**src/rtl/pattern_scan_ctrl.sv**
```systemverilog
// Frame sequencer: fetches bytes over valid/ready, serialises them MSB-first and
// counts overlapping occurrences of a PAT_W-bit pattern with a Mealy matcher.
module pattern_scan_ctrl #(
  parameter int PAT_W  = 4,
  parameter int DATA_W = 8,
  parameter int LEN_W  = 16,
  parameter int CNT_W  = 16
) (
  input  logic              clk,
  input  logic              rst,
  input  logic              start_i,
  input  logic [PAT_W-1:0]  cfg_pat_i,
  input  logic [LEN_W-1:0]  len_i,
  output logic              busy_o,
  input  logic [DATA_W-1:0] byte_i,
  input  logic              byte_valid_i,
  output logic              byte_ready_o,
  output logic              match_o,
  output logic              done_o,
  output logic [CNT_W-1:0]  count_o
);

  localparam int IDX_W = (DATA_W > 1) ? $clog2(DATA_W) : 1;

  typedef enum logic [1:0] {
    S_IDLE,
    S_LOAD,
    S_SHIFT,
    S_DONE
  } state_t;

  state_t            r_state;
  logic [PAT_W-1:0]  r_pat;
  logic [PAT_W-2:0]  r_hist;
  logic [LEN_W-1:0]  r_remain;
  logic [LEN_W-1:0]  r_bitsSeen;
  logic [DATA_W-1:0] r_byte;
  logic [IDX_W-1:0]  r_bitIdx;
  logic [CNT_W-1:0]  r_count;
  logic              r_busy;
  logic              r_ready;
  logic              r_done;

  logic              w_bit;
  logic [PAT_W-1:0]  w_window;
  logic              w_match;

  // The window is the last PAT_W-1 bits plus the bit being shifted this cycle.
  assign w_bit    = r_byte[r_bitIdx];
  assign w_window = {r_hist, w_bit};
  assign w_match  = (r_state == S_SHIFT) && (w_window == r_pat) &&
                    (r_bitsSeen >= LEN_W'(PAT_W - 1));

  assign busy_o       = r_busy;
  assign byte_ready_o = r_ready;
  assign done_o       = r_done;
  assign match_o      = w_match;
  assign count_o      = r_count;

  always_ff @(posedge clk or negedge rst) begin
    if (!rst) begin
      r_state    <= S_IDLE;
      r_pat      <= '0;
      r_hist     <= '0;
      r_remain   <= '0;
      r_bitsSeen <= '0;
      r_byte     <= '0;
      r_bitIdx   <= '0;
      r_count    <= '0;
      r_busy     <= 1'b0;
      r_ready    <= 1'b0;
      r_done     <= 1'b0;
    end else begin
      case (r_state)
        S_IDLE: begin
          if (start_i) begin
            r_pat      <= cfg_pat_i;
            r_remain   <= len_i;
            r_count    <= '0;
            r_hist     <= '0;
            r_bitsSeen <= '0;
            r_busy     <= 1'b1;
            if (len_i != '0) begin
              r_state <= S_LOAD;
              r_ready <= 1'b1;
            end else begin
              r_state <= S_DONE;
              r_done  <= 1'b1;
            end
          end
        end

        S_LOAD: begin
          if (byte_valid_i) begin
            r_byte   <= byte_i;
            r_bitIdx <= IDX_W'(DATA_W - 1);
            r_ready  <= 1'b0;
            r_state  <= S_SHIFT;
          end
        end

        S_SHIFT: begin
          r_hist     <= w_window[PAT_W-2:0];
          r_bitsSeen <= r_bitsSeen + LEN_W'(1);
          r_remain   <= r_remain - LEN_W'(1);
          if (w_match && (r_count != '1)) begin
            r_count <= r_count + CNT_W'(1);
          end
          // Frame end wins over byte end: leftover low bits of the last byte are dropped.
          if (r_remain == LEN_W'(1)) begin
            r_state <= S_DONE;
            r_done  <= 1'b1;
          end else if (r_bitIdx == '0) begin
            r_state <= S_LOAD;
            r_ready <= 1'b1;
          end else begin
            r_bitIdx <= r_bitIdx - IDX_W'(1);
          end
        end

        S_DONE: begin
          r_done  <= 1'b0;
          r_busy  <= 1'b0;
          r_state <= S_IDLE;
        end

        default: begin
          r_state <= S_IDLE;
          r_busy  <= 1'b0;
          r_ready <= 1'b0;
          r_done  <= 1'b0;
        end
      endcase
    end
  end

endmodule

```
**config.mk**
```make
export PLATFORM = sky130hd
export DESIGN_NAME = pattern_scan_ctrl
export DESIGN_NICKNAME = d
export VERILOG_FILES = /design/src/rtl/pattern_scan_ctrl.sv
export SDC_FILE = /design/constraint.sdc
export NUM_CORES = 1
export LEC_CHECK = 0
export ABC_AREA = 1
export CORE_MARGIN = 1
export CORE_UTILIZATION = 61
export CTS_BUF_LIST = sky130_fd_sc_hd__clkbuf_16
export DETAILED_ROUTE_END_ITERATION = 8
export MAX_ROUTING_LAYER = met4
export PLACE_DENSITY = 0.86
export SYNTH_ARGS = -nofsm -noshare
export SYNTH_HDL_FRONTEND = slang
export SYNTH_SLANG_ARGS = --single-unit
export TNS_END_PERCENT = 100
```
**constraint.sdc**
```tcl
create_clock -name clk -period 4.34 [get_ports clk]
set_input_delay 0.434 -clock clk [delete_from_list [all_inputs] [get_ports clk]]
set_output_delay 0.434 -clock clk [all_outputs]
set_load 0.01 [all_outputs]
```
==> After elaboration in Yosys (flattened, before gate mapping) <==
Index checks and enable logic that the tools add are counted.
{ "word_totals": {"out_inout_bits": 20, "elab_cells": 85, "ff_bits": 71, "input_bits": 32} }
{ "classes": {"n_eq_ne": 16, "n_reduce_logical": 20, "n_mux": 32, "n_lt_le_gt_ge": 2, "addsub": 4} }
{ "ops": {"columns": ["operator", "n"], "rows": [
  ["$pmux 16 s2", 3],
  ["$mux 16", 3],
  ["$add 16x1->16 const B", 2],
  ["$eq 16x1->1 const B", 1],
  ["$ge 16x2->1 const B", 1],
  ["$ne 16x16->1 const B", 1],
  ["$reduce_bool 16->1", 1],
  ["$sub 16x1->16 const B", 1],
  ["$mux 3", 4],
  ["$ne 2x2->1 const B", 6],
  ["$pmux 3 s2", 2],
  ["$mux 1", 10],
  ["$mux 2", 5],
  ["$pmux 2 s4", 1],
  ["$reduce_and 2->1", 4],
  ["$reduce_and 4->1", 2],
  ["$ne 2x1->1 const B", 3],
  ["$pmux 1 s3", 2],
  ["$reduce_and 3->1", 2],
  ["$reduce_and 6->1", 1],
  ["$reduce_bool 2->1", 3],
  ["$reduce_bool 3->1", 2],
  ["$eq 2x2->1 const B", 2],
  ["$eq 4x4->1", 1],
  ["other kinds (9)", 11]
]} }

==> Depth between registers and ports, before layout <==
Gate-level depths: netlist of the first run.
{ "logic_depth": {"ltp_word": 8, "mapped_depth": 12, "ltp_nobuf": 11} }

==> Worst setup path before layout of the first run <==
No wires, ideal clock.
{ "synth_path": {"path_type": "register -> output", "from": "reg r_bitsSeen[0]", "to": "out match_o", "path_slack_ps": 2632, "arrival_time_ps": 1274, "stages_incl_launch_ff": 9, "required_time_ps": 3906, "n_path_buf": 0, "path_cell_list": "dfrtp_1 ha_1 inv_1 nand3_1 nor2_1 nand2_1 nand2_1 inv_2 and3_1"} }
{ "synth_via": {"elab_chain_len": 2} }
{ "synth_lines": {"columns": ["element", "line_no", "text"], "rows": [
  ["start: declaration", "36", "logic [LEN_W-1:0] r_bitsSeen;"],
  ["start signal: assignment", "104", "r_bitsSeen <= r_bitsSeen + LEN_W'(1);"],
  ["$ge 16x2->1", "52", "(r_bitsSeen >= LEN_W'(PAT_W - 1));"],
  ["$logic_and 1x1->1", "51", "assign w_match = (r_state == S_SHIFT) && (w_window == r_pat) &&"],
  ["end: declaration", "18", "output logic match_o,"]
]} }
Every way passes these cells.

==> Worst setup path after layout of the first run <==
{ "layout_path": {"from": "reg r_state[1]", "to": "out match_o"} }
{ "layout_via": {"elab_chain_len": 3} }
{ "layout_lines": {"columns": ["element", "line_no", "text"], "rows": [
  ["start: declaration", "32", "state_t r_state;"],
  ["start signal: assignment", "62", "r_state <= S_IDLE;"],
  ["start signal: assignment", "84", "r_state <= S_LOAD;"],
  ["start signal: assignment", "87", "r_state <= S_DONE;"],
  ["$eq 2x2->1", "51", null],
  ["$logic_and 1x1->1 (2 in a row)", "51", null]
]} }
Every way passes these cells.

==> results.toml, run 1 <==
[status]
status = "completed"

[timing]
setup_viol = 0
final_hold_viol_count = 0
rsz0062_at_grt = "no"
worst_pin_slew_ns = 0.987
slew_violations = 0
fin_tns_setup_ns = 0
fin_crit_ns = 2.72
final.period_utilization_pct = 62.7
skew_ns = 0.00720
maxSlewHeadroom_pct = 34.2
fmax_mhz = 367

[worst_setup_path]
path_max_fanout = 12
worstRegToRegCells = 8
worstSetupPathDepth = 8
cp_slowest_cell = "dfrtp_1"
regToRegStartpoint = "r_state[1]$_DFFE_PN0P_"
endpoint_kind = "output pin"
crit_buf_inv = 3
path_cells = "inv_2 > nor2_1 > nand3_1 > nor2_1 > nand2_1 > inv_2 > and3_1 > clkdlybuf4s50_1"
worst_setup_path_start_kind = "register"
crit_type = "register to output pin"
r2r-end = "done_o$_DFFE_PN0P_"
cp_slowest_stage_delay_ns = 0.60
critPathTopFamily = "buffers and inverters"
ff2ff_setup_slack_ns = 1.82
crit_required_ns = 3.91
crit_arrival_ns = 2.29

[finish]
nets = 676
final_common_cell = "nand2_1"
drive_above_1_share_pct = 5.91
layout_common_cells = "nand2_1, inv_1, dfrtp_1"
area_growth_pct = 21.3
n_antenna_cell = 0
n_fill_cell = 523
postLayoutCoreUtil_pct = 76.2

[cts]
clkTransAtPathRegs_ns = 0.06
clk_latency_ns = 0.33
cts_tree = "built"
cts_sinks = 71
cts-root-buf = "clkbuf_16"
cts.repair.resized = 0
cts.path.max_buffers = 2
cts_setup_buffers = 0
numCtsBuffers = 9
ctsHtreeMaxLevel = 3
postCtsHoldBufs = 0

[detailed_routing]
vias = 4221
drtIter0Drc = 322
wire_per_inst_um = 15.2
drc_errors = 0
antenna_left = 0
vias_per_cell = 5.84
finalWirelength_um = 11000
drtPass1Iterations = 8

[place]
gp_congestion = 0.905
place_hpwl_um = 7300
portBuffers = 51

[power_and_ir_drop]
power_w = 0.00292
clkPwrFrac_pct = 30.6
leakagePower_nw = 2.36
swShare_pct = 38.3
ir_drop_v = 0.000365
pwr-share-seq_pct = 34.6
p_int_w = 0.00180
p_sw_w = 0.00112
p_per_area_nw_per_um2 = 568
comb_power_share_pct = 34.8

[global_routing]
grt_overflow = 0
antenna_found_initial = 0
grtUsageTotal_pct = 33.5
grt_pass1_vias = 4096
grt_pass1_wl_um = 18700
grt_max_degree = 46

[yosys]
ys_ff_latch = 71
synth.distinct_cells = 38
seq_area_frac_synth_pct = 41.9
synth_area_um2 = 4250
synthCells = 590
synth_warnings = 0
avgSynthCellArea_um2 = 7.20
synth_nets = 628

[floorplan]
die_height_um = 85.4
placementRows = 30
die_x_um = 85.4
core_area_um2 = 6760
ioPinCount = 52
dieArea_um2 = 7300
start_util_pct = 62.8

[job]
max_cap_violations = 0

[hold_path]
hp-class = "input port to async pin"
## per-layer routing
layer	vias up	GRT usage (%)	wire (um)
met5	-	-	0
met4	0	14.4	300
met3	39	4.18	688
met2	189	54.1	5330
met1	1961	42.7	4650
li1	2032	-	-
## state kept, by name (all words and copies together), names as in the netlist
| signal | count |
|---|---|
| busy_o | 1 |
| byte_ready_o | 1 |
| count_o | 16 |
| done_o | 1 |
| r_bitIdx | 3 |
| r_bitsSeen | 16 |
| r_byte | 8 |
| r_hist | 3 |
| r_pat | 4 |
| r_remain | 16 |
| r_state | 2 |
## logic make-up after synthesis
logic type	share of synthesized area [%]
fa+ha+maj	1.77
flops	41.9
compound gates	12.1
buf+inv	9.11
simple gates	33.5
xor+xnor	1.65
## layout make-up
| class | count | area, um2 | area share [%] |
|---|---|---|---|
| tap | 80 | 100 | 1.94 |
| timing repair buffer | 54 | 528 | 10.3 |
| clock buffer | 9 | 225 | 4.37 |
| inverter | 80 | 300 | 5.83 |
| multi-input combinational | 422 | 2080 | 40.4 |
| sequential | 71 | 1780 | 34.5 |
| clock inverter | 7 | 136 | 2.65 |
## through the flow
step                std cells  hold WS, ns  worst slack, ns  area [um2]
floorplan                 590        0.138             2.63        4250
global placement          707        0.508             1.83        4790
detailed placement        707        0.502             1.72        4790
CTS                       723        0.300             1.65        5150
global route              723        0.346             1.46        5150
finish                    723        0.266             1.62        5150
## how the worst max path moves through the flow
stage | to | from
floorplan | match_o | r_bitsSeen[0]$_DFFE_PN0P_
global placement | done_o$_DFFE_PN0P_ | start_i
detailed placement | done_o$_DFFE_PN0P_ | start_i
CTS | match_o | r_bitsSeen[0]$_DFFE_PN0P_
global route | match_o | r_state[1]$_DFFE_PN0P_
finish | match_o | r_state[1]$_DFFE_PN0P_
## synth_stat cells
master	instances	share of area, %
a211oi_1	2	0.35
a21oi_1	22	2.6
a31oi_1	1	0.15
a32o_1	1	0.24
a32oi_1	4	0.83
a41oi_1	1	0.21
and3_1	1	0.15
buf_1	1	0.088
buf_2	9	1.1
buf_4	1	0.18
buf_6	1	0.27
clkbuf_1	5	0.44
dfrtp_1	71	42
ha_1	6	1.8
inv_1	76	6.7
inv_2	4	0.35
nand2_1	142	13
nand2_2	3	0.44
nand2_4	1	0.27
nand3_1	57	6.7
nand3_2	3	0.71
nand3b_1	1	0.18
nand4_1	15	2.2
nand4_4	1	0.50
nor2_1	65	5.7
nor2_2	4	0.59
nor3_1	16	1.9
nor3_2	2	0.47
nor3b_1	1	0.18
nor4_1	2	0.29
nor4_4	1	0.50
o211ai_1	4	0.71
o21ai_0	48	5.7
o21bai_1	1	0.18
o22ai_1	8	1.2
or2_2	1	0.15
xnor2_1	2	0.41
xor2_1	6	1.2
## power by group through the flow
stage / Sequential (W) / Combinational [W] / Clock, W
2_1_floorplan: 0.000974 / 0.000734 / 0
3_3_place_gp: 0.00101 / 0.000936 / 0
5_1_grt: 0.00103 / 0.00114 / 0.000929
3_5_place_dp: 0.00101 / 0.000979 / 0
6_report: 0.00101 / 0.00102 / 0.000895
4_1_cts: 0.00101 / 0.00101 / 0.000901
No activity file was read; power rests on OpenSTA's default activity.
==> inputs of run 2 (changes only) <==
--- a/config.mk
+++ b/config.mk
@@ -7,11 +7,11 @@
 export LEC_CHECK = 0
 export ABC_AREA = 1
 export CORE_MARGIN = 1
-export CORE_UTILIZATION = 61
+export CORE_UTILIZATION = 56
 export CTS_BUF_LIST = sky130_fd_sc_hd__clkbuf_16
 export DETAILED_ROUTE_END_ITERATION = 8
 export MAX_ROUTING_LAYER = met4
-export PLACE_DENSITY = 0.86
+export PLACE_DENSITY = 0.8
 export SYNTH_ARGS = -nofsm -noshare
 export SYNTH_HDL_FRONTEND = slang
 export SYNTH_SLANG_ARGS = --single-unit
==> constraint.sdc (replaced) <==
create_clock -name clk -period 2.79 [get_ports clk]
set_input_delay 0.279 -clock clk [delete_from_list [all_inputs] [get_ports clk]]
set_output_delay 0.279 -clock clk [all_outputs]
set_load 0.01 [all_outputs]
==> results.toml, run 2 (synthesis gave the netlist of run 1 again) <==
[place]
portBuffers = 51
gp_congestion = 0.895
place_hpwl_um = 7500
place_worst_setup_slack_ns = 0.523

[cts]
cts.repair.resized = 0
cts.path.max_buffers = 2
numCtsBuffers = 9
postCtsHoldBufs = 1
clkTransAtPathRegs_ns = 0.06
ctsHtreeMaxLevel = 3
cts_setup_buffers = 0
cts_tree = "built"
cts-root-buf = "clkbuf_16"
cts_sinks = 71
clk_latency_ns = 0.33

[global_routing]
grt_pass1_wl_um = 18000
grt_overflow = 0
grtUsageTotal_pct = 30.8
grt_max_degree = 45
antenna_found_initial = 0
grt_pass1_vias = 4008

[status]
status = "completed"

[timing]
worst_pin_slew_ns = 0.634
rsz0062_at_grt = "no"
final_hold_viol_count = 0
fin_crit_ns = 2.54
slew_violations = 0
setup_viol = 0
fmax_mhz = 394
skew_ns = 0.00464
final.period_utilization_pct = 91.0
maxSlewHeadroom_pct = 57.7
setup_ws_ns = 0.250
fin_tns_setup_ns = 0

[detailed_routing]
antenna_left = 0
drc_errors = 0
drtPass1Iterations = 5
drtIter0Drc = 286
finalWirelength_um = 10900
vias_per_cell = 5.55
wire_per_inst_um = 14.6
vias = 4138

[floorplan]
dieArea_um2 = 7930
die_height_um = 89.1
placementRows = 31
start_util_pct = 58.2
core_area_um2 = 7290
ioPinCount = 52
die_x_um = 89.1

[worst_setup_path]
critical_path.startpoint = "r_bitsSeen[0]$_DFFE_PN0P_"
regToRegStartpoint = "r_state[1]$_DFFE_PN0P_"
crit_arrival_ns = 2.26
crit_type = "register to output pin"
path_max_fanout = 5
worst_setup_path_start_kind = "register"
endpoint_kind = "output pin"
crit_required_ns = 2.51

[finish]
n_antenna_cell = 0
nets = 680
layout_common_cells = "nand2_1, inv_1, dfrtp_1"
drive_above_1_share_pct = 6.34
final_common_cell = "nand2_1"
register_area_um2 = 1780
area_growth_pct = 22.4
n_fill_cell = 625
multiInputGateArea_um2 = 2080

[power_and_ir_drop]
p_per_area_nw_per_um2 = 860
ir_drop_v = 0.000560
leakagePower_nw = 2.37

[hold_path]
hp-class = "input port to async pin"

[job]
max_cap_violations = 0
run 2: changes by cell type in the layout (fill, tap and decap cells not counted):
cell           change
buf_4              +2
buf_12             +1
bufinv_16          -1
clkinv_1           -1
clkinvlp_4         +1
dlygate4sd3_1      +1
inv_1              +1
run 2: report_power, final:
| part | switching [W] | internal, W |
|---|---|---|
| Clock | 0.000435 | 0.000868 |
| Sequential | 0.000245 | 0.00132 |
| Combinational | 0.00105 | 0.000547 |
| Total | 0.00173 | 0.00274 |
run 2: layout make-up:
| class | instances | share of cell area, % |
|---|---|---|
| timing repair buffer | 58 | 11.0 |
| sequential | 71 | 34.2 |
| clock inverter | 7 | 2.19 |
| multi-input combinational | 422 | 40.1 |
| inverter | 80 | 5.78 |
| clock buffer | 9 | 4.34 |
| tap | 99 | 2.38 |
run 2: path summary, 6_finish.rpt:
check | to | cells after the start | slack [ns]
max | match_o | 9 | 0.25
min | r_bitsSeen[11]$_DFFE_PN0P_ | 2 | 0.50
max reg2reg | r_remain[15]$_DFFE_PN0P_ | 7 | 0.45
min reg2reg | busy_o$_DFFE_PN0P_ | 2 | 0.51
max in group asynchronous | count_o[1]$_DFFE_PN0P_ | 3 | 1.63
min in group clk | r_byte[7]$_DFFE_PN0P_ | 3 | 0.51
run 2: stage by stage:
stage          hold WS (ns)  instance area [um2]  total power, W  util (%)  std cells
2_1_floorplan       -0.0166                 4250         0.00266         -        590
3_3_place_gp          0.344                 4850         0.00306      66.5        729
3_5_place_dp          0.340                 4850         0.00312      66.5        729
4_1_cts               0.509                 5190         0.00446      71.2        746
5_1_grt               0.521                 5190         0.00476      71.2        746
6_report              0.501                 5190         0.00447      71.2        746
run 2: critical path, cell delays in order, from the launching register on:
cell and delay, ns:
dfrtp_1 0.43, ha_1 0.27, inv_1 0.16, nand3_1 0.10, nor2_1 0.09, nand2_1 0.06
nand2_1 0.08, inv_2 0.06, and3_1 0.20, clkdlybuf4s50_1 0.48
run 2: layer usage:
metal  up-vias  track usage [%]  wire (um)
li1       2044                -          -
met1      1896             37.3       4680
met2       159             50.0       5270
met3        39             4.52        593
met4         0             16.6        369
met5         -                -          0
